--- config.mk ---
export PLATFORM = sky130hd
export DESIGN_NAME = axil_mst_cmd
export DESIGN_NICKNAME = d
export VERILOG_FILES = /design/src/rtl/axil_pkg.sv /design/src/rtl/axil_mst_wdog.sv /design/src/rtl/axil_mst_cmd.sv
export SDC_FILE = /design/constraint.sdc
export NUM_CORES = 1
export LEC_CHECK = 0
export ABC_CLOCK_PERIOD_IN_PS = 1920
export BUFFER_PORTS_ARGS = -buffer_cell sky130_fd_sc_hd__buf_2
export CORE_MARGIN = 4
export CORE_UTILIZATION = 46
export CTS_BUF_LIST = sky130_fd_sc_hd__clkbuf_8
export DETAILED_ROUTE_END_ITERATION = 10
export GPL_TIMING_DRIVEN = 0
export PLACE_DENSITY = 0.92
export SLEW_MARGIN = 20
export SYNTH_ARGS = -nofsm -noshare
export SYNTH_HDL_FRONTEND = slang
export SYNTH_SLANG_ARGS = --single-unit
--- constraint.sdc ---
create_clock -name clk100 -period 1.92 [get_ports clk100]
set_clock_uncertainty 0.2 [all_clocks]
set_input_delay 0.096 -clock clk100 [delete_from_list [all_inputs] [get_ports clk100]]
set_output_delay 0.096 -clock clk100 [all_outputs]
set_load 0.05 [all_outputs]
--- src/rtl/axil_pkg.sv ---
// Shared types for the AXI4-Lite command initiator: response codes and FSM states.
package axil_pkg;

    typedef enum logic [1:0] {
        OKAY   = 2'd0,
        EXOKAY = 2'd1,
        SLVERR = 2'd2,
        DECERR = 2'd3
    } resp_t;

    typedef enum logic [2:0] {
        IDLE,
        WR_REQ,
        WR_RESP,
        RD_REQ,
        RD_DATA,
        DONE
    } mst_state_t;

endpackage

--- src/rtl/axil_mst_wdog.sv ---
// Transaction watchdog for axil_mst_cmd; only built when AXIL_MST_TIMEOUT_EN is defined.
`ifdef AXIL_MST_TIMEOUT_EN
module axil_mst_wdog #(
    parameter int TIMEOUT = 1024
) (
    input  logic clk,
    input  logic rst,
    input  logic clr,
    input  logic en,
    output logic expire
);

    localparam int CW = $clog2(TIMEOUT + 1);
    localparam logic [CW-1:0] LIMIT = CW'(TIMEOUT - 1);

    logic [CW-1:0] cnt;

    // Fires on the TIMEOUT-th enabled cycle, so the abort lands on the following edge.
    assign expire = en && (cnt == LIMIT);

    always_ff @(posedge clk) begin
        if (rst || clr) begin
            cnt <= '0;
        end else if (en && !expire) begin
            cnt <= cnt + 1'b1;
        end
    end

endmodule
`endif

--- src/rtl/axil_mst_cmd.sv ---
// Single-outstanding AXI4-Lite initiator driven by a command/response strobe interface.
// Optional watchdog abort enabled by defining AXIL_MST_TIMEOUT_EN.
module axil_mst_cmd
    import axil_pkg::*;
#(
    parameter int ADDRW   = 7,
    parameter int DATAW   = 32,
    parameter int TIMEOUT = 1024
) (
    input  logic               clk100,
    input  logic               rst,
    input  logic               cmd_valid_i,
    output logic               cmd_ready_o,
    input  logic               cmd_we_i,
    input  logic [ADDRW-1:0]   cmd_addr_i,
    input  logic [DATAW-1:0]   cmd_wdata_i,
    input  logic [DATAW/8-1:0] cmd_wstrb_i,
    output logic               rsp_valid_o,
    output logic [DATAW-1:0]   rsp_rdata_o,
    output logic [1:0]         rsp_resp_o,
    output logic               rsp_timeout_o,
    output logic [ADDRW-1:0]   M_AXI_AWADDR,
    output logic [2:0]         M_AXI_AWPROT,
    output logic               M_AXI_AWVALID,
    input  logic               M_AXI_AWREADY,
    output logic [DATAW-1:0]   M_AXI_WDATA,
    output logic [DATAW/8-1:0] M_AXI_WSTRB,
    output logic               M_AXI_WVALID,
    input  logic               M_AXI_WREADY,
    input  logic [1:0]         M_AXI_BRESP,
    input  logic               M_AXI_BVALID,
    output logic               M_AXI_BREADY,
    output logic [ADDRW-1:0]   M_AXI_ARADDR,
    output logic [2:0]         M_AXI_ARPROT,
    output logic               M_AXI_ARVALID,
    input  logic               M_AXI_ARREADY,
    input  logic [DATAW-1:0]   M_AXI_RDATA,
    input  logic [1:0]         M_AXI_RRESP,
    input  logic               M_AXI_RVALID,
    output logic               M_AXI_RREADY
);

    mst_state_t state, state_nxt;

    logic aw_hs, w_hs, b_hs, ar_hs, r_hs;
    logic aw_done, w_done;
    logic cmd_accept;
    logic rsp_load;
    logic expire;

    assign M_AXI_AWPROT = 3'b000;
    assign M_AXI_ARPROT = 3'b000;

    assign aw_hs      = M_AXI_AWVALID & M_AXI_AWREADY;
    assign w_hs       = M_AXI_WVALID & M_AXI_WREADY;
    assign b_hs       = M_AXI_BVALID & M_AXI_BREADY;
    assign ar_hs      = M_AXI_ARVALID & M_AXI_ARREADY;
    assign r_hs       = M_AXI_RVALID & M_AXI_RREADY;
    assign cmd_accept = (state == IDLE) & cmd_valid_i & cmd_ready_o;
    assign rsp_load   = (state_nxt == DONE) && (state != DONE);

    always_ff @(posedge clk100) begin
        if (rst) begin
            state <= IDLE;
        end else begin
            state <= state_nxt;
        end
    end

    always_comb begin
        state_nxt = state;
        case (state)
            IDLE:    if (cmd_accept) state_nxt = cmd_we_i ? WR_REQ : RD_REQ;
            WR_REQ:  if ((aw_done || aw_hs) && (w_done || w_hs)) state_nxt = WR_RESP;
            WR_RESP: if (b_hs) state_nxt = DONE;
            RD_REQ:  if (ar_hs) state_nxt = RD_DATA;
            RD_DATA: if (r_hs) state_nxt = DONE;
            DONE:    state_nxt = IDLE;
            default: state_nxt = IDLE;
        endcase
        if (expire) state_nxt = DONE;
    end

    // Every output is a flop loaded from the next state, so nothing reaches a port
    // combinationally from a READY input.
    always_ff @(posedge clk100) begin
        if (rst) begin
            cmd_ready_o   <= 1'b0;
            rsp_valid_o   <= 1'b0;
            rsp_rdata_o   <= '0;
            rsp_resp_o    <= OKAY;
            aw_done       <= 1'b0;
            w_done        <= 1'b0;
            M_AXI_AWVALID <= 1'b0;
            M_AXI_WVALID  <= 1'b0;
            M_AXI_BREADY  <= 1'b0;
            M_AXI_ARVALID <= 1'b0;
            M_AXI_RREADY  <= 1'b0;
            M_AXI_AWADDR  <= '0;
            M_AXI_ARADDR  <= '0;
            M_AXI_WDATA   <= '0;
            M_AXI_WSTRB   <= '0;
        end else begin
            cmd_ready_o   <= (state_nxt == IDLE);
            rsp_valid_o   <= (state_nxt == DONE);
            aw_done       <= (state_nxt == WR_REQ) && (aw_done || aw_hs);
            w_done        <= (state_nxt == WR_REQ) && (w_done || w_hs);
            M_AXI_AWVALID <= (state_nxt == WR_REQ) && !(aw_done || aw_hs);
            M_AXI_WVALID  <= (state_nxt == WR_REQ) && !(w_done || w_hs);
            M_AXI_BREADY  <= (state_nxt == WR_RESP);
            M_AXI_ARVALID <= (state_nxt == RD_REQ);
            M_AXI_RREADY  <= (state_nxt == RD_DATA);

            if (cmd_accept) begin
                if (cmd_we_i) begin
                    M_AXI_AWADDR <= cmd_addr_i;
                    M_AXI_WDATA  <= cmd_wdata_i;
                    M_AXI_WSTRB  <= cmd_wstrb_i;
                end else begin
                    M_AXI_ARADDR <= cmd_addr_i;
                end
            end

            if (rsp_load) begin
                if (expire) begin
                    rsp_resp_o  <= SLVERR;
                    rsp_rdata_o <= '0;
                end else if (state == WR_RESP) begin
                    rsp_resp_o  <= M_AXI_BRESP;
                    rsp_rdata_o <= '0;
                end else begin
                    rsp_resp_o  <= M_AXI_RRESP;
                    rsp_rdata_o <= M_AXI_RDATA;
                end
            end
        end
    end

`ifdef AXIL_MST_TIMEOUT_EN
    logic wdog_clr, wdog_en;

    assign wdog_clr = (state == IDLE);
    assign wdog_en  = (state != IDLE) && (state != DONE);

    axil_mst_wdog #(
        .TIMEOUT (TIMEOUT)
    ) u_wdog (
        .clk    (clk100),
        .rst    (rst),
        .clr    (wdog_clr),
        .en     (wdog_en),
        .expire (expire)
    );

    always_ff @(posedge clk100) begin
        if (rst) begin
            rsp_timeout_o <= 1'b0;
        end else if (rsp_load) begin
            rsp_timeout_o <= expire;
        end
    end
`else
    logic unused_timeout;

    assign unused_timeout = (TIMEOUT == 0);
    assign expire         = 1'b0;
    assign rsp_timeout_o  = 1'b0;
`endif

endmodule

**Yosys cells after proc, flatten, opt, wreduce, memory -nomap -nowiden**

Index checks and enable logic that the tools add are counted.

- Register bits: 96
- Output and inout port bits: 98
- Logic and storage cells: 57

- Eq/ne operators: 10
- Mux-type cells: 9
- Bitwise gates (word level): 8
- Reductions and logical operators: 14

Operators by type and width:

| cell | number |
|---|---|
| 32-bit 2-to-1 mux | 1 |
| 3-bit 2-to-1 mux | 5 |
| 3-bit one-hot mux with 5 select lines | 1 |
| 3-bit by 2-bit equality test with 1-bit output, second input constant | 4 |
| 3-bit equality test, second input constant | 3 |
| 1-bit bitwise AND | 7 |
| 3-bit by 1-bit equality test with 1-bit output, second input constant | 2 |
| 1-bit logical AND | 6 |
| 3-bit zero test | 2 |
| 2-bit 2-to-1 mux | 2 |
| 2-bit AND reduction | 2 |
| 3-bit != test, second input constant | 1 |
| 1-bit zero test | 2 |
| 1-bit logical OR | 2 |
| 1-bit inverter | 1 |

**Logic depth before layout (Yosys ltp)**

- Depth in word-level cells: 7
- Mapped depth: 6

**Worst setup path before layout**

Ideal clock, no wire load.

- Kind: reg-to-reg
- From: reg M_AXI_WVALID
- To: reg cmd_ready_o
- Arrival: 1.631 ns
- Required time: 1.603 ns
- Path slack: -0.028 ns
- Cell stages (with the launch flop): 5
- Path buffers: 0
- Cells stage by stage: dfxtp_1 -> a21oi_1 -> or3b_1 -> nand3_2 -> and4bb_1

- Cells in the longest elaborated chain, start to end: 6

RTL lines:

| item | RTL line | text |
|---|---|---|
| start, declared | axil_mst_cmd.sv:28 | `output logic M_AXI_WVALID,` |
| start signal, assigned | axil_mst_cmd.sv:109 | `M_AXI_WVALID <= (state_nxt == WR_REQ) && !(w_done \|\| w_hs);` |
| 1-bit bitwise AND | axil_mst_cmd.sv:55 | `assign w_hs = M_AXI_WVALID & M_AXI_WREADY;` |
| 1-bit logical OR | axil_mst_cmd.sv:74 | `WR_REQ: if ((aw_done \|\| aw_hs) && (w_done \|\| w_hs)) state_nxt = WR_RESP;` |
| 1-bit logical AND | axil_mst_cmd.sv:74 |  |
| 3-bit 2-to-1 mux | axil_mst_cmd.sv:74 |  |
| 3-bit one-hot mux with 5 select lines | axil_mst_cmd.sv:72 | `case (state)` |
| 3-bit zero test | axil_mst_cmd.sv:104 | `cmd_ready_o <= (state_nxt == IDLE);` |
| end signal, assigned | axil_mst_cmd.sv:104 |  |
| end, declared | axil_mst_cmd.sv:13 | `output logic cmd_ready_o,` |

No other way between the ends.
A chain may end at the register's enable or synchronous reset.

**Final worst setup path**

- From: reg state[0]
- To: reg cmd_ready_o

- Cells in the longest elaborated chain, start to end: 6

RTL lines:

| item | RTL line | text |
|---|---|---|
| start, declared | axil_mst_cmd.sv:43 | `mst_state_t state, state_nxt;` |
| start signal, assigned | axil_mst_cmd.sv:66 | `state <= state_nxt;` |
| 3-bit zero test | axil_mst_cmd.sv:59, axil_mst_cmd.sv:72 |  |
| 1-bit bitwise AND (2 in series) | axil_mst_cmd.sv:59 | `assign cmd_accept = (state == IDLE) & cmd_valid_i & cmd_ready_o;` |
| 3-bit 2-to-1 mux | axil_mst_cmd.sv:73 | `IDLE: if (cmd_accept) state_nxt = cmd_we_i ? WR_REQ : RD_REQ;` |
| 3-bit one-hot mux with 5 select lines (*) | axil_mst_cmd.sv:72 |  |
| 3-bit zero test (*) | axil_mst_cmd.sv:104 |  |

Every way passes the cells marked *; elsewhere a longest branch is shown, timed or not.

==> run metrics <==
status completed; Int Power about 3.3 mW; sequential-to-total area share from yosys stat 0.539; Mapped Avg Cell Area roughly 8.5 sq um; slew at the pin closest to its max-slew limit ~0.60 ns; DR vias between 4000 and 5000; TritonRoute pass-1 iters 5; RSZ-0062 raised after global routing true; root buffer cell clkbuf_8; vias in the first global route ~4400; Synth Area in Compound Gates 0.140; CP max stage cell or3b_1; Seq cells post-synth 96; Setup WS pre-CTS -0.0811 ns; Top-Level Pins ~190; Crit Path Category reg2reg; clk sinks 96; critical path endpoint category register; Syn. warnings 0; pwr dens 794 nW/um^2; multiplexer share of the synthesized area 0.0196; fin crit share 0.975; max-slew violation count 0; fin crit period approximately 1.9 ns; arrival time at the worst endpoint around 1.9 ns; GRT overflow 0; Max Fclk approximately 530 MHz; diode count 0; # setup viols final 0; CTS buffer count 9; CP Launch Type register; gpl congestion around 0.76; ratio of cells with drive above 1 in the final layout 0.347; Placeable Area ~7400 sq um; Die Ht between 90 and 100 um; CTS HTree Levels 3; Syn Inst Count approximately 420; Hold WS 0.00518 ns; die area 9230 sq um; Synth Area in Simple Gates 0.246; worst vdd ir around 0.00057 V; GRT Total Usage 0.298; Slew Limit Headroom 0.602; largest net degree at the start of global routing 16; final hold viol count 0; CP Max Fanout 7; initial core utilization 0.482; ANT nets after route 0; P_sw approximately 1.3 mW; sequential power share 0.457; I/O Buffers ~180; first-pass GRT wire length between 20000 and 25000 um; Via density 5.26; dpl hpwl between 8000 and 9000 um; WL/cell 17.4 um; Netlist Area Pre-Place between 3000 and 4000 sq um; CTS tree built; Rows 31; max_cap viols 0; DRC errors left 0; final worst slack between 0.04 and 0.05 ns; Logic pwr share 0.202; Worst EP required about 2.0 ns; clock-pin transition on the worst setup and hold timing paths 0.09 ns; Hold Path Class in2reg; initial antenna violation count 0; Synth cell types 32; CTS Buffer Depth 2; Layout area overhead 64.2%; max incr delay on CP around 0.47 ns; post-synthesis adder-cell area fraction 0; final wirelength between 10000 and 15000 um; nets a little under 800; Die Wd 96.1 um; clock power share 0.342; XOR/XNOR Fraction of Synth Area 0; clock latency on the worst-skew pair between 0.3 and 0.4 ns; First DRT Iteration DRCs 185; main combinational cell family by area after synthesis simple AND/OR/NAND/NOR gates; CP cell instances nor3b_2 > or3b_1 > nand3_4 > and4bb_1; Leak 2.67 nW; sw frac 0.287
## registers in the layout, summed over array words and instances, names as in the netlist, 2 cells and up
signal and cells:
M_AXI_WDATA 32, state 3, rsp_rdata_o 32, rsp_resp_o 2
M_AXI_WSTRB 4, M_AXI_ARADDR 7, M_AXI_AWADDR 7
## cells in the mapped netlist
library cell / count / area, sq um
nand2_1: 125 / 469
dfxtp_1: 96 / 1920
a21oi_1: 77 / 385
nand3_1: 33 / 165
clkbuf_1: 17 / 63.8
nor2_1: 13 / 48.8
buf_4: 11 / 82.6
buf_2: 8 / 40.0
mux2i_1: 7 / 70.1
nor4b_2: 4 / 60.1
and3_1: 3 / 18.8
buf_1: 3 / 11.3
a311oi_1: 2 / 17.5
a32o_1: 2 / 20.0
nor3_1: 2 / 10.0
nor3b_2: 2 / 25.0
or3b_1: 2 / 17.5
a2111oi_1: 1 / 10.0
a22oi_1: 1 / 7.51
a2bb2oi_2: 1 / 15.0
a311oi_2: 1 / 15.0
a31oi_1: 1 / 6.26
a32oi_2: 1 / 16.3
and2_0: 1 / 6.26
and3b_1: 1 / 8.76
and4_1: 1 / 8.76
and4bb_1: 1 / 12.5
conb_1: 1 / 3.75
nand3_2: 1 / 10.0
nand3b_1: 1 / 7.51
nor3b_1: 1 / 7.51
o21ai_0: 1 / 5.00
## logic make-up (layout without fill, tap and decap cells)
family | after synthesis | after routing
AO/OA/AOI/OAI | 88 | 88
buffers and inverters | 39 | 322
flip-flops | 96 | 96
multiplexers | 7 | 7
other | 1 | 7
AND/OR/NAND/NOR | 191 | 191
## layer usage
layer | up-vias | track usage | routed length (um)
met3 | 61 | 0.103 | 1490
met1 | 1970 | 0.291 | 4740
met5 | - | 0 | 0
met2 | 255 | 0.544 | 7250
met4 | 0 | 0.164 | 583
li1 | 1975 | - | -
## power groups by stage
stage	registers (mW)	logic, mW	clock network (mW)
finish	2.12	0.938	1.59
floorplan	2.38	0.281	0
global placement	2.15	0.726	0
CTS	2.12	0.884	1.60
detailed placement	2.16	0.742	0
global route	2.13	0.996	1.70
## per-stage QoR
| step | TNS [ns] | total power, mW | util | cells | instance area (sq um) |
|---|---|---|---|---|---|
| floorplan | 0 | 2.67 | - | 428 | 3590 |
| global placement | -0.349 | 2.88 | 0.622 | 705 | 4610 |
| detailed placement | -1.02 | 2.90 | 0.622 | 705 | 4610 |
| CTS | 0 | 4.60 | 0.773 | 805 | 5730 |
| global route | -0.171 | 4.83 | 0.791 | 810 | 5860 |
| finish | 0 | 4.65 | 0.791 | 810 | 5860 |
## repair_timing
action	4_1_cts	5_1_grt
hold buffers	83	0
endpoints found under the setup margin	55	76
endpoints found under the hold margin	90	0
buffers inserted	1	5
cloned	0	0
gates resized for setup	9	27
pin swaps	0	2
## layout make-up
type | count | area [sq um]
flip-flops and latches | 96 | 1930
clock buffers | 10 | 138
multi-input cells | 293 | 1550
fillers | 473 | 1550
well taps | 99 | 124
clock inverters | 6 | 108
plain buffers | 39 | 228
repair buffers | 267 | 1780
## worst max-delay path, delay by kind of cell, from the launching register on
kind	cells	cell delay, ns
DFF	1	0.46
and+or+nand+nor	4	1.12
## worst paths after layout
| check | from | to | slack, ns | cells after the start |
|---|---|---|---|---|
| worst max-delay path | state[0] | cmd_ready_o | 0.05 | 4 |
| worst min-delay path | cmd_we_i | M_AXI_AWADDR[2] | 0.005 | 4 |
| worst max register to register | state[0] | cmd_ready_o | 0.05 | 4 |
| worst min register to register | M_AXI_WDATA[3] | M_AXI_WDATA[3] | 0.25 | 2 |
## placed cells by master, fill, tap and decap left out, types with 3 or more instances in the layout
cell	netlist	layout
buf_4	11	14
dfxtp_2	0	4
dlygate4sd3_1	0	83
buf_6	0	3
clkbuf_8	0	10
bufinv_16	0	3
conb_1	1	7
mux2i_1	7	7
clkbuf_1	17	11
buf_2	8	182
nand2_1	125	125
clkbuf_4	0	3
clkbuf_2	0	7
nand3_1	33	32
nor4b_2	4	3
and3_1	3	3
nor2_1	13	13
a21oi_2	0	3
a21oi_1	77	74
dfxtp_1	96	90
No activity file was read; power rests on OpenSTA's default activity.
